`src/rtl/uart_pkg.sv`:
```
// Shared constants and FSM state type for the UART transmit path.
package uart_pkg;

  localparam int UART_FRAME_BITS           = 10;
  localparam int UART_DATA_BITS            = 8;
  localparam int UART_DEFAULT_CLKS_PER_BIT = 434;

  typedef enum logic [1:0] {
    IDLE  = 2'd0,
    LOAD  = 2'd1,
    SHIFT = 2'd2
  } tx_state_t;

endpackage

```
`src/rtl/uart_byte_fifo.sv`:
```
// Synchronous byte FIFO with registered pointers and level; flags derive from the level.
module uart_byte_fifo
  import uart_pkg::*;
#(
  parameter int DEPTH = 8
) (
  input  logic                          BCLK,
  input  logic                          RST,
  input  logic [UART_DATA_BITS-1:0]     wr_data,
  input  logic                          wr_en,
  input  logic                          rd_en,
  output logic [UART_DATA_BITS-1:0]     rd_data,
  output logic                          full,
  output logic                          empty,
  output logic [$clog2(DEPTH):0]        level
);

  localparam int AW = $clog2(DEPTH);
  localparam logic [AW:0] FULL_LEVEL = (AW+1)'(DEPTH);

  logic [UART_DATA_BITS-1:0] mem [DEPTH];
  logic [AW-1:0]             wr_ptr;
  logic [AW-1:0]             rd_ptr;
  logic                      push;
  logic                      pop;

  assign full    = (level == FULL_LEVEL);
  assign empty   = (level == '0);
  assign push    = wr_en && !full;
  assign pop     = rd_en && !empty;
  assign rd_data = mem[rd_ptr];

  // Pointers wrap naturally because DEPTH is a power of two.
  always_ff @(posedge BCLK or posedge RST) begin
    if (RST) begin
      wr_ptr <= '0;
      rd_ptr <= '0;
      level  <= '0;
    end else begin
      if (push) wr_ptr <= wr_ptr + 1'b1;
      if (pop)  rd_ptr <= rd_ptr + 1'b1;
      if (push && !pop)      level <= level + 1'b1;
      else if (pop && !push) level <= level - 1'b1;
    end
  end

  always_ff @(posedge BCLK) begin
    if (push) mem[wr_ptr] <= wr_data;
  end

endmodule

```
`src/rtl/uart_tx_controller.sv`:
```
// Pulls bytes from the FIFO and sequences one load plus ten baud-spaced shift
// pulses per 8N1 frame into the downstream shift register.
module uart_tx_controller
  import uart_pkg::*;
#(
  parameter int CLKS_PER_BIT = UART_DEFAULT_CLKS_PER_BIT,
  parameter int FIFO_DEPTH   = 8
) (
  input  logic                          BCLK,
  input  logic                          RST,
  input  logic [UART_DATA_BITS-1:0]     s_data,
  input  logic                          s_valid,
  output logic                          s_ready,
  output logic [UART_DATA_BITS-1:0]     tx_data,
  output logic                          signal_load,
  output logic                          signal_shift,
  input  logic                          signal_busy,
  output logic                          tx_idle,
  output logic [$clog2(FIFO_DEPTH):0]   fifo_level,
  output logic                          frame_err
);

  localparam int BW = (CLKS_PER_BIT > 2) ? $clog2(CLKS_PER_BIT) : 1;
  localparam logic [BW-1:0] BAUD_LAST  = BW'(CLKS_PER_BIT - 1);
  localparam logic [3:0]    SHIFT_LAST = 4'(UART_FRAME_BITS);

  tx_state_t                 state;
  logic [BW-1:0]             baud_cnt;
  logic [3:0]                shift_cnt;
  logic [UART_DATA_BITS-1:0] head;
  logic                      full;
  logic                      empty;
  logic                      pop;

  assign pop     = (state == IDLE) && !empty;
  assign s_ready = !full;
  assign tx_idle = empty && (state == IDLE);

  uart_byte_fifo #(.DEPTH(FIFO_DEPTH)) u_fifo (
    .BCLK    (BCLK),
    .RST     (RST),
    .wr_data (s_data),
    .wr_en   (s_valid),
    .rd_en   (pop),
    .rd_data (head),
    .full    (full),
    .empty   (empty),
    .level   (fifo_level)
  );

  // The baud counter already advances in LOAD so the first shift lands exactly
  // CLKS_PER_BIT cycles after the load edge.
  always_ff @(posedge BCLK or posedge RST) begin
    if (RST) begin
      state        <= IDLE;
      tx_data      <= '0;
      signal_load  <= 1'b0;
      signal_shift <= 1'b0;
      baud_cnt     <= '0;
      shift_cnt    <= '0;
      frame_err    <= 1'b0;
    end else begin
      signal_load  <= 1'b0;
      signal_shift <= 1'b0;
      case (state)
        IDLE: begin
          if (!empty) begin
            tx_data     <= head;
            signal_load <= 1'b1;
            baud_cnt    <= '0;
            shift_cnt   <= '0;
            state       <= LOAD;
          end
        end
        LOAD: begin
          baud_cnt <= baud_cnt + 1'b1;
          state    <= SHIFT;
        end
        SHIFT: begin
          if (shift_cnt == SHIFT_LAST) begin
            state <= IDLE;
          end else if (!signal_busy && shift_cnt != 4'd0) begin
            frame_err <= 1'b1;
            state     <= IDLE;
          end else if (baud_cnt == BAUD_LAST) begin
            signal_shift <= 1'b1;
            shift_cnt    <= shift_cnt + 4'd1;
            baud_cnt     <= '0;
          end else begin
            baud_cnt <= baud_cnt + 1'b1;
          end
        end
        default: state <= IDLE;
      endcase
    end
  end

endmodule

```
`config.mk`:
```
export PLATFORM = sky130hd
export DESIGN_NAME = uart_tx_controller
export DESIGN_NICKNAME = d
export VERILOG_FILES = /design/src/rtl/uart_pkg.sv /design/src/rtl/uart_byte_fifo.sv /design/src/rtl/uart_tx_controller.sv
export SDC_FILE = /design/constraint.sdc
export NUM_CORES = 1
export LEC_CHECK = 0
export CORE_MARGIN = 1.5
export CORE_UTILIZATION = 50
export CTS_CLUSTER_DIAMETER = 200
export DETAILED_ROUTE_END_ITERATION = 10
export PLACE_DENSITY = 0.75
export SLEW_MARGIN = 20
export SYNTH_ARGS = -nofsm -noshare
export SYNTH_HDL_FRONTEND = slang
export SYNTH_SLANG_ARGS = --single-unit
```
`constraint.sdc`:
```
create_clock -name BCLK -period 4.41 [get_ports BCLK]
set_input_delay 0.441 -clock BCLK [delete_from_list [all_inputs] [get_ports BCLK]]
set_output_delay 0.441 -clock BCLK [all_outputs]
set_load 0.02 [all_outputs]
```
[Word-level counts from Yosys, hierarchy flattened]
Memory sizes are Yosys's and may differ from the RTL's. A register that Yosys moved wholly into a read port is not among the register bits.
Cells that the tools add are included.
Storage, ports and cells
  input bits: 12
  output and inout port bits: 17
  bits in registers: 28
  RAM bits: 64
  memories: 1
Memory list
  u_fifo.mem: words 8, bits a word 8, rd ports 1, clocked after Yosys merged registers in 1, write ports 1, RTL line uart_byte_fifo.sv:21  | logic [UART_DATA_BITS-1:0] mem [DEPTH];
Cells by class
  bitwise operators: 2
  reduce and logical (&&, ||, !) cells: 23
  add/subtract/negate cells: 6
  equality and inequality tests: 10
  multiplexer cells: 24
Operators with widths (count)
  two-way mux 9 bit: 4
  case mux 9 bit (3 select lines): 1
  two-way mux 4 bit: 6
  adder 9 x 1 -> 9 bit (second input constant): 1
  equality test 9 bit (second input constant): 1
  adder 4 x 1 -> 4 bit (second input constant): 2
  equality test 4 bit (second input constant): 2
  two-way mux 1 bit: 8
  != test 2 bit (second input constant): 4
  case mux 4 bit (2 select lines): 1
  logical AND 1 bit: 7
  adder 3 x 1 -> 3 bit (second input constant): 2
  two-way mux 2 bit: 3
  case mux 2 bit (3 select lines): 1
  logical NOT 1 bit: 5
  AND reduction 5 bit: 1
  logical NOT 4 bit: 1
  AND reduction 2 bit: 2
  AND reduction 4 bit: 1
  nonzero test 2 bit: 2
  nonzero test 4 bit: 1
  subtractor 4 x 1 -> 4 bit (second input constant): 1
  != test 3 bit (second input constant): 1
  AND reduction 3 bit: 1
  5 further kinds: 6

[Longest topological paths before layout]
Gate-level depths: netlist (run 1).
  word-level depth: 7
  depth in mapped cells: 12
  depth with buffers taken out: 12

[By module]
Synthesis (run 1) repeated with hierarchy kept, for this count alone.
Unflattened totals
  cells, all modules: 293
  area total of the unflattened synthesis: 4604.4 µm²
By module, submodules not included
  uart_byte_fifo: seq. area each 2172.1 µm², area an instance 3138.0 µm², times used 1, cells each 158
  uart_tx_controller: seq. area each 650.6 µm², area an instance 1466.4 µm², times used 1, cells each 135

[Worst setup path before layout (run 1)]
OpenSTA, ideal clock, no wires.
  path type: register to register
  start point: register u_fifo.level[0]
  end point: register u_fifo.level[3]
  data required time: 4.278 ns
  clock period less this slack: 2.553 ns
  library setup time: 0.132 ns
  arrival time: 2.420 ns
  setup slack: 1.857 ns
  stages on the path, launching flop included: 12
  cells stage by stage: dfrtp_1 nor4_1 nand2b_1 buf_2 ha_1 inv_1 ha_1 a21o_1 a21oi_1 xnor2_1 nor2_1 xor2_1
On the way
  word-level cells in the longest chain between the ends: 7
  elaborated cells between the ends (all ways): 16
  those cells by class: add/sub (2); eq/ne (1); mux (2); reduce/logical (11)
RTL lines
  from (decl): RTL line uart_byte_fifo.sv:15  | output logic [$clog2(DEPTH):0] level
  from (signal assigned): RTL line uart_byte_fifo.sv:42  | if (push && !pop) level <= level + 1'b1;
  from (signal assigned): RTL line uart_byte_fifo.sv:43  | else if (pop && !push) level <= level - 1'b1;
  parallel branches: the longest is 7 deep, another holds subtractor 4 x 1 -> 4 bit
Several ways; the timed one is not identified. The select of a mux whose other input is x is not followed.
A chain may end at the register's enable or synchronous reset.

[Worst setup path in the final report (run 1)]
  start point: register u_fifo.level[0]
  end point: output tx_idle
On the way
  word-level cells in the longest chain between the ends: 2
RTL lines
  logical NOT 4 bit: RTL line uart_byte_fifo.sv:28  | assign empty = (level == '0);
  logical AND 1 bit: RTL line uart_tx_controller.sv:37  | assign tx_idle = empty && (state == IDLE);
  to (decl): RTL line uart_tx_controller.sv:18  | output logic tx_idle,
Every way passes these cells.

==> results of run 1 <==
[registers in the layout, indices dropped and copies added (netlist names)]
name,flops
shift_cnt,4
u_fifo.level,4
tx_data,8
frame_err,1
u_fifo.wr_ptr,3
u_fifo.mem,64
signal_shift,1
u_fifo.rd_ptr,3
state,2
signal_load,1
baud_cnt,9
[per-layer routing]
layer / global-route usage / vias to the layer above
met2: 0.317 / 44
met4: 0.0662 / 0
met1: 0.248 / 1201
met5: 0 / -
li1: - / 1148
met3: 0.0521 / 10
[logic make-up (layout without fill, tap and decap cells)]
group                    after synthesis  count (layout)  share of synthesized area
AO/OA/AOI/OAI                         44              44                     0.0725
XOR/XNOR                               8               8                     0.0162
adder cells (fa/ha/maj)               15              15                     0.0450
buffers and inverters                 21              63                     0.0205
flip-flops                           100             100                      0.651
multiplexers                          30              30                      0.117
AND/OR/NAND/NOR                       67              67                     0.0777
[stage by stage]
| stage | cells | hold WS, ns | setup slack (ns) |
|---|---|---|---|
| floorplan | 285 | 0.496 | 1.86 |
| global placement | 416 | 0.456 | 1.88 |
| detailed placement | 416 | 0.479 | 1.72 |
| CTS | 432 | 0.478 | 1.72 |
| global route | 432 | 0.516 | 1.59 |
| finish | 432 | 0.477 | 1.75 |
[critical path, cell delays in order, from the launching register on]
cell and delay (ns):
dfrtp_1 0.48, nor4_1 0.45, and2_1 0.29, clkdlybuf4s50_1 0.64
[layout by cell type, fill, tap and decap left out, types with 5 or more instances in the layout]
cell,Yosys,routed
edfxtp_1,64,64
dfrtp_1,36,35
clkdlybuf4s50_1,0,28
nand2_1,26,26
o21ai_0,20,20
mux4_2,16,16
ha_1,14,14
inv_1,13,13
nor2_1,11,11
mux2i_1,10,10
clkbuf_8,0,9
nor3_1,8,7
xnor2_1,7,7
nand2b_1,6,6
a22o_1,6,6
buf_4,1,6
nand3_1,5,5
[power by group]
group          switching, uW  internal, uW  total, uW  leakage (uW)
combinational            188           166        355      0.000743
clock                    341           283        624      0.000113
sequential              71.4          1120       1200       0.00103
total                    601          1570       2170       0.00189
[final cells by class]
class	count	area share
Clock inverter	7	0.0196
Clock buffer	9	0.0249
Sequential cell	100	0.567
Inverter	13	0.00980
Tap cell	105	0.0264
Multi-Input combinational cell	164	0.287
Timing Repair Buffer	34	0.0654
[worst max path at each step]
stage	endpoint	slack, ns	depth (start not counted)
2_1_floorplan	u_fifo.level[3]$_DFFE_PP0P_	1.86	11
3_3_place_gp	u_fifo.level[3]$_DFFE_PP0P_	1.88	11
3_5_place_dp	u_fifo.mem[2][0]$_DFFE_PP_	1.72	5
4_1_cts	tx_idle	1.72	3
5_1_grt	tx_idle	1.59	3
6_report	tx_idle	1.75	3
==> flow_summary.json, run 1 <==
{
  "max_freq_mhz": 376,
  "syn_area_per_cell_um2": 15.2,
  "powerDensity_nw_per_um2": 437,
  "synth_warnings": 0,
  "cts-hold-fix-buffers": 0,
  "syn_nets": 312,
  "ys_seq_elements": 100,
  "die_area_um2": 9230,
  "place_congestion": 0.819,
  "grt_usage": 0.193,
  "cp.arrival_ns": 2.22,
  "postCtsSetupRepairBufs": 0,
  "die_w_um": 96.1,
  "period_needed_ns": 2.66,
  "drt-total-wl_mm": 7.70,
  "cap_violations": 0,
  "r2r_cells": 10,
  "reg2reg_to": "u_fifo.level[3]$_DFFE_PP0P_",
  "setup.worst_path.start": "u_fifo.level[0]$_DFFE_PP0P_",
  "synthTopCellsByArea": "edfxtp_1, dfrtp_1, mux4_2, ha_1, mux2i_1",
  "finalCritPeriodShare": 0.603,
  "netlist_area_um2": 4330,
  "seqCellArea_um2": 2820,
  "synth.largest_area_cell": "edfxtp_1",
  "wl_per_cell_um": 17.8,
  "grt_pass1_vias": 2537,
  "diodes": 0,
  "topRoutingLayerUsed": "met4",
  "initial_utilization": 0.522,
  "cts_resized": 0,
  "htree_levels": 3,
  "cts_buffers": 9,
  "grt_overflow": 0,
  "drc": 0,
  "multi_input_area_um2": 1430,
  "yosysMostFrequentCell": "edfxtp_1",
  "synth.distinct_cells": 41,
  "fillers": 632,
  "rr_startpoint": "u_fifo.level[0]$_DFFE_PP0P_",
  "dr.pass1.iters": 4,
  "path_clk_slew_ns": 0.11,
  "std_cell_rows": 33,
  "area_growth_pct": 14.9,
  "post_synth_inst_count": 285,
  "synth_flop_cell": "edfxtp_1",
  "synth_top_area_share": 0.444,
  "viasPerCell": 5.56,
  "finalClockSkew_ns": 0.0141,
  "critPathLaunchType": "flip-flop",
  "setup_violations": 0,
  "clkLatencyLatePin_ns": 0.36,
  "status": "finished clean",
  "end_kind": "output pin",
  "clk_path_buf_depth": 2,
  "numClockSinks": 100,
  "met3WireLength_um": 267,
  "grt_pass1_wl_mm": 12.8,
  "drv_slew": 0,
  "vdd_ir_drop_max_uv": 269,
  "slew-limit-headroom": 0.365,
  "antenna_left": 0,
  "grt_max_degree": 37,
  "drt-met1-wl_mm": 3.48,
  "io_buffers": 28,
  "grt_setup_unrepaired": "false",
  "finalSetupTns_ns": 0,
  "io_pins": 29,
  "finalNetCount": 349,
  "drive_gt1_frac": 0.153,
  "p_total_uw": 2170,
  "seq_area_frac_synth": 0.651,
  "die_y_um": 96.1,
  "hold_viol": 0,
  "synth_edf_count": 64,
  "hp-class": "input pin to asynchronous set/reset pin",
  "synth-async-reset-ratio": 0.360,
  "fin_area_um2": 4980,
  "tritoncts": "built",
  "vias": 2403,
  "post_dp_cell_area_um2": 4750,
  "critPathMaxFanout": 6,
  "final_core_util": 0.600,
  "worst_slew_pin_slew_ns": 0.949,
  "drt_iter0_drc": 124,
  "rrSetupSlack_ns": 1.93,
  "antenna_found_initial": 0,
  "root_buffer": "clkbuf_8",
  "synthTopCellsByCount": "edfxtp_1, dfrtp_1, nand2_1, o21ai_0, mux4_2",
  "cp.required_ns": 3.97,
  "p_leak_uw": 0.00189,
  "wl_met2_mm": 3.85,
  "core_um2": 8300,
  "worstSetupPathType": "flip-flop to output pin",
  "hpwl_mm": 5.11
}
No activity file was read; power rests on OpenSTA's default activity.
==> inputs of run 2 (changes only) <==
--- a/config.mk
+++ b/config.mk
@@ -9,7 +9,7 @@
 export CORE_UTILIZATION = 50
 export CTS_CLUSTER_DIAMETER = 200
 export DETAILED_ROUTE_END_ITERATION = 10
-export PLACE_DENSITY = 0.75
+export PLACE_DENSITY = 0.78
 export SLEW_MARGIN = 20
 export SYNTH_ARGS = -nofsm -noshare
 export SYNTH_HDL_FRONTEND = slang
==> constraint.sdc (replaced) <==
create_clock -name BCLK -period 2.2 [get_ports BCLK]
set_input_delay 0.22 -clock BCLK [delete_from_list [all_inputs] [get_ports BCLK]]
set_output_delay 0.22 -clock BCLK [all_outputs]
set_load 0.02 [all_outputs]
==> run 2 against run 1 <==
Compared with the run above:
- clock-buffer cell count unchanged
- largest power group unchanged
- combinational power up 140%
- first-iteration DRC count fell by 17%
- via count increased by 2.2%
- worst hold slack worse by 0.23 ns
- final area up 2.9%
- die area unchanged
- total power increased by 100%
- sequential power increased by 100%
- sequential share of layout area is 1.5 points lower
- routed wire length fell by 2.6%
==> flow_summary.json, run 2 (synthesized netlist as in run 1, its figures left out) <==
{
  "antenna_left": 0,
  "diodes": 0,
  "drive_gt1_frac": 0.218,
  "cp.arrival_ns": 2.35,
  "setup.worst_path.start": "u_fifo.level[1]$_DFFE_PP0P_",
  "area_growth_pct": 18.2,
  "rr_startpoint": "u_fifo.level[1]$_DFFE_PP0P_",
  "largest_reg_flops": 64,
  "r2r_cells": 10,
  "critPathLaunchType": "flip-flop",
  "worst_slew_pin_slew_ns": 0.559,
  "finalClockSkew_ns": 0.0132,
  "cts-hold-fix-buffers": 0,
  "top_register": "u_fifo.mem",
  "std_cell_rows": 33,
  "grt_setup_unrepaired": "false",
  "max_freq_mhz": 480,
  "worstSetupPathType": "flip-flop to flip-flop",
  "antenna_found_initial": 0,
  "fillers": 620,
  "cpMaxStageDelayCell": "dfrtp_2",
  "layout_commonest_cell": "edfxtp_1",
  "vdd_ir_drop_max_uv": 504,
  "io_buffers": 28,
  "critPathMaxFanout": 5,
  "path_clk_slew_ns": 0.11,
  "initial_utilization": 0.522,
  "grt_pass1_vias": 2536,
  "root_buffer": "clkbuf_8",
  "die_w_um": 96.1,
  "hp-class": "input pin to asynchronous set/reset pin",
  "grt_max_degree": 37,
  "place_congestion": 0.801,
  "final_core_util": 0.617,
  "io_pins": 29,
  "clkLatencyLatePin_ns": 0.37,
  "finalSetupTns_ns": 0,
  "drc": 0,
  "clk_path_buf_depth": 2,
  "vias": 2456,
  "period_needed_ns": 2.08,
  "critPathMaxStageDelay_ns": 0.47,
  "cts_buffers": 9,
  "end_kind": "flip-flop",
  "final_cell_mix": "edfxtp_1, dfrtp_1, clkdlybuf4s50_1",
  "slew-limit-headroom": 0.627,
  "cp_common_cell": "ha_4",
  "hold_viol": 0,
  "setup_violations": 0,
  "post_dp_cell_area_um2": 4890,
  "status": "finished clean",
  "hpwl_mm": 4.96,
  "tritoncts": "built",
  "die_y_um": 96.1,
  "wl_per_cell_um": 16.9,
  "grt_usage": 0.184,
  "fin_area_um2": 5120,
  "numClockSinks": 100,
  "finalCritPeriodShare": 0.947,
  "p_total_uw": 4430,
  "finalNetCount": 361,
  "cp.required_ns": 2.46,
  "htree_levels": 3,
  "grt_pass1_wl_mm": 12.3,
  "die_area_um2": 9230,
  "dr.pass1.iters": 4,
  "powerDensity_nw_per_um2": 866,
  "drt-total-wl_mm": 7.50,
  "cp_cell_sequence": "nor4_4, nand2b_4, ha_4, inv_4, ha_4, a21o_1, a21oi_2, xnor2_1, nor2_1, xor2_1",
  "drt_iter0_drc": 103,
  "viasPerCell": 5.53,
  "cap_violations": 0,
  "grt_overflow": 0,
  "p_leak_uw": 0.00195,
  "drv_slew": 0,
  "reg_top3": "u_fifo.mem x64, baud_cnt x9, tx_data x8",
  "core_um2": 8300
}
[run 2: path summary, 6_finish.rpt]
path                       slack (ns)                          end
setup / recovery                 0.12  u_fifo.level[3]$_DFFE_PP0P_
hold / removal                   0.25      baud_cnt[4]$_DFFE_PP0P_
setup reg to reg                 0.12  u_fifo.level[3]$_DFFE_PP0P_
hold reg to reg                  0.48        frame_err$_DFFE_PP0P_
max in group asynchronous        1.59  u_fifo.level[2]$_DFFE_PP0P_
min in group BCLK                0.48        frame_err$_DFFE_PP0P_
[run 2: cell type report]
type	instances	area, um^2	area share
tap	105	131	0.0256
sequential	100	2830	0.552
multi-input combinational	164	1490	0.290
inverter	13	51.3	0.0100
clock buffer	9	124	0.0242
timing repair buffer	46	414	0.0809
clock inverter	7	86.3	0.0169
[run 2: where the power goes]
part	switching, uW	leakage, uW	internal, uW
logic	419	0.000813	417
clock network	725	0.000107	464
registers	148	0.00103	2260
[run 2: critical path, delay by kind of cell (launching register included)]
family / cells / cell delay, ns
fa+ha+maj: 2 / 0.35
compound gates: 2 / 0.29
xor+xnor: 2 / 0.27
buf+inv: 1 / 0.04
flops: 1 / 0.47
simple gates: 3 / 0.58
[run 2: timing repair]
item	CTS	global route
resized for setup	1	2
gates cloned	0	0
pin swaps	0	2
setup endpoints to repair	1	1
setup buffers	0	3
[run 2: stage by stage]
step	hold slack, ns	setup WS, ns	std cells
2_1_floorplan	0.319	0.0105	285
3_3_place_gp	0.453	0.131	425
3_5_place_dp	0.470	0.0921	425
4_1_cts	0.266	0.0727	441
5_1_grt	0.342	0.0000111	444
6_report	0.249	0.117	444
[run 2: layer usage]
layer  global-route usage  part of all wire  vias up
met1                0.232              0.45     1249
met5                    0                 0        -
met3               0.0434             0.026        8
met4               0.0515             0.011        0
met2                0.317              0.51       28
li1                     -                 -     1171
==> inputs of run 3 (changes only) <==
--- a/config.mk
+++ b/config.mk
@@ -7,8 +7,9 @@
 export LEC_CHECK = 0
 export CORE_MARGIN = 1.5
 export CORE_UTILIZATION = 50
-export CTS_CLUSTER_DIAMETER = 200
+export CTS_CLUSTER_DIAMETER = 40
 export DETAILED_ROUTE_END_ITERATION = 10
+export HOLD_SLACK_MARGIN = 0.02
 export PLACE_DENSITY = 0.78
 export SLEW_MARGIN = 20
 export SYNTH_ARGS = -nofsm -noshare
==> results of run 3 <==
Final layout, timing and power as in run 2 (identical DEF).
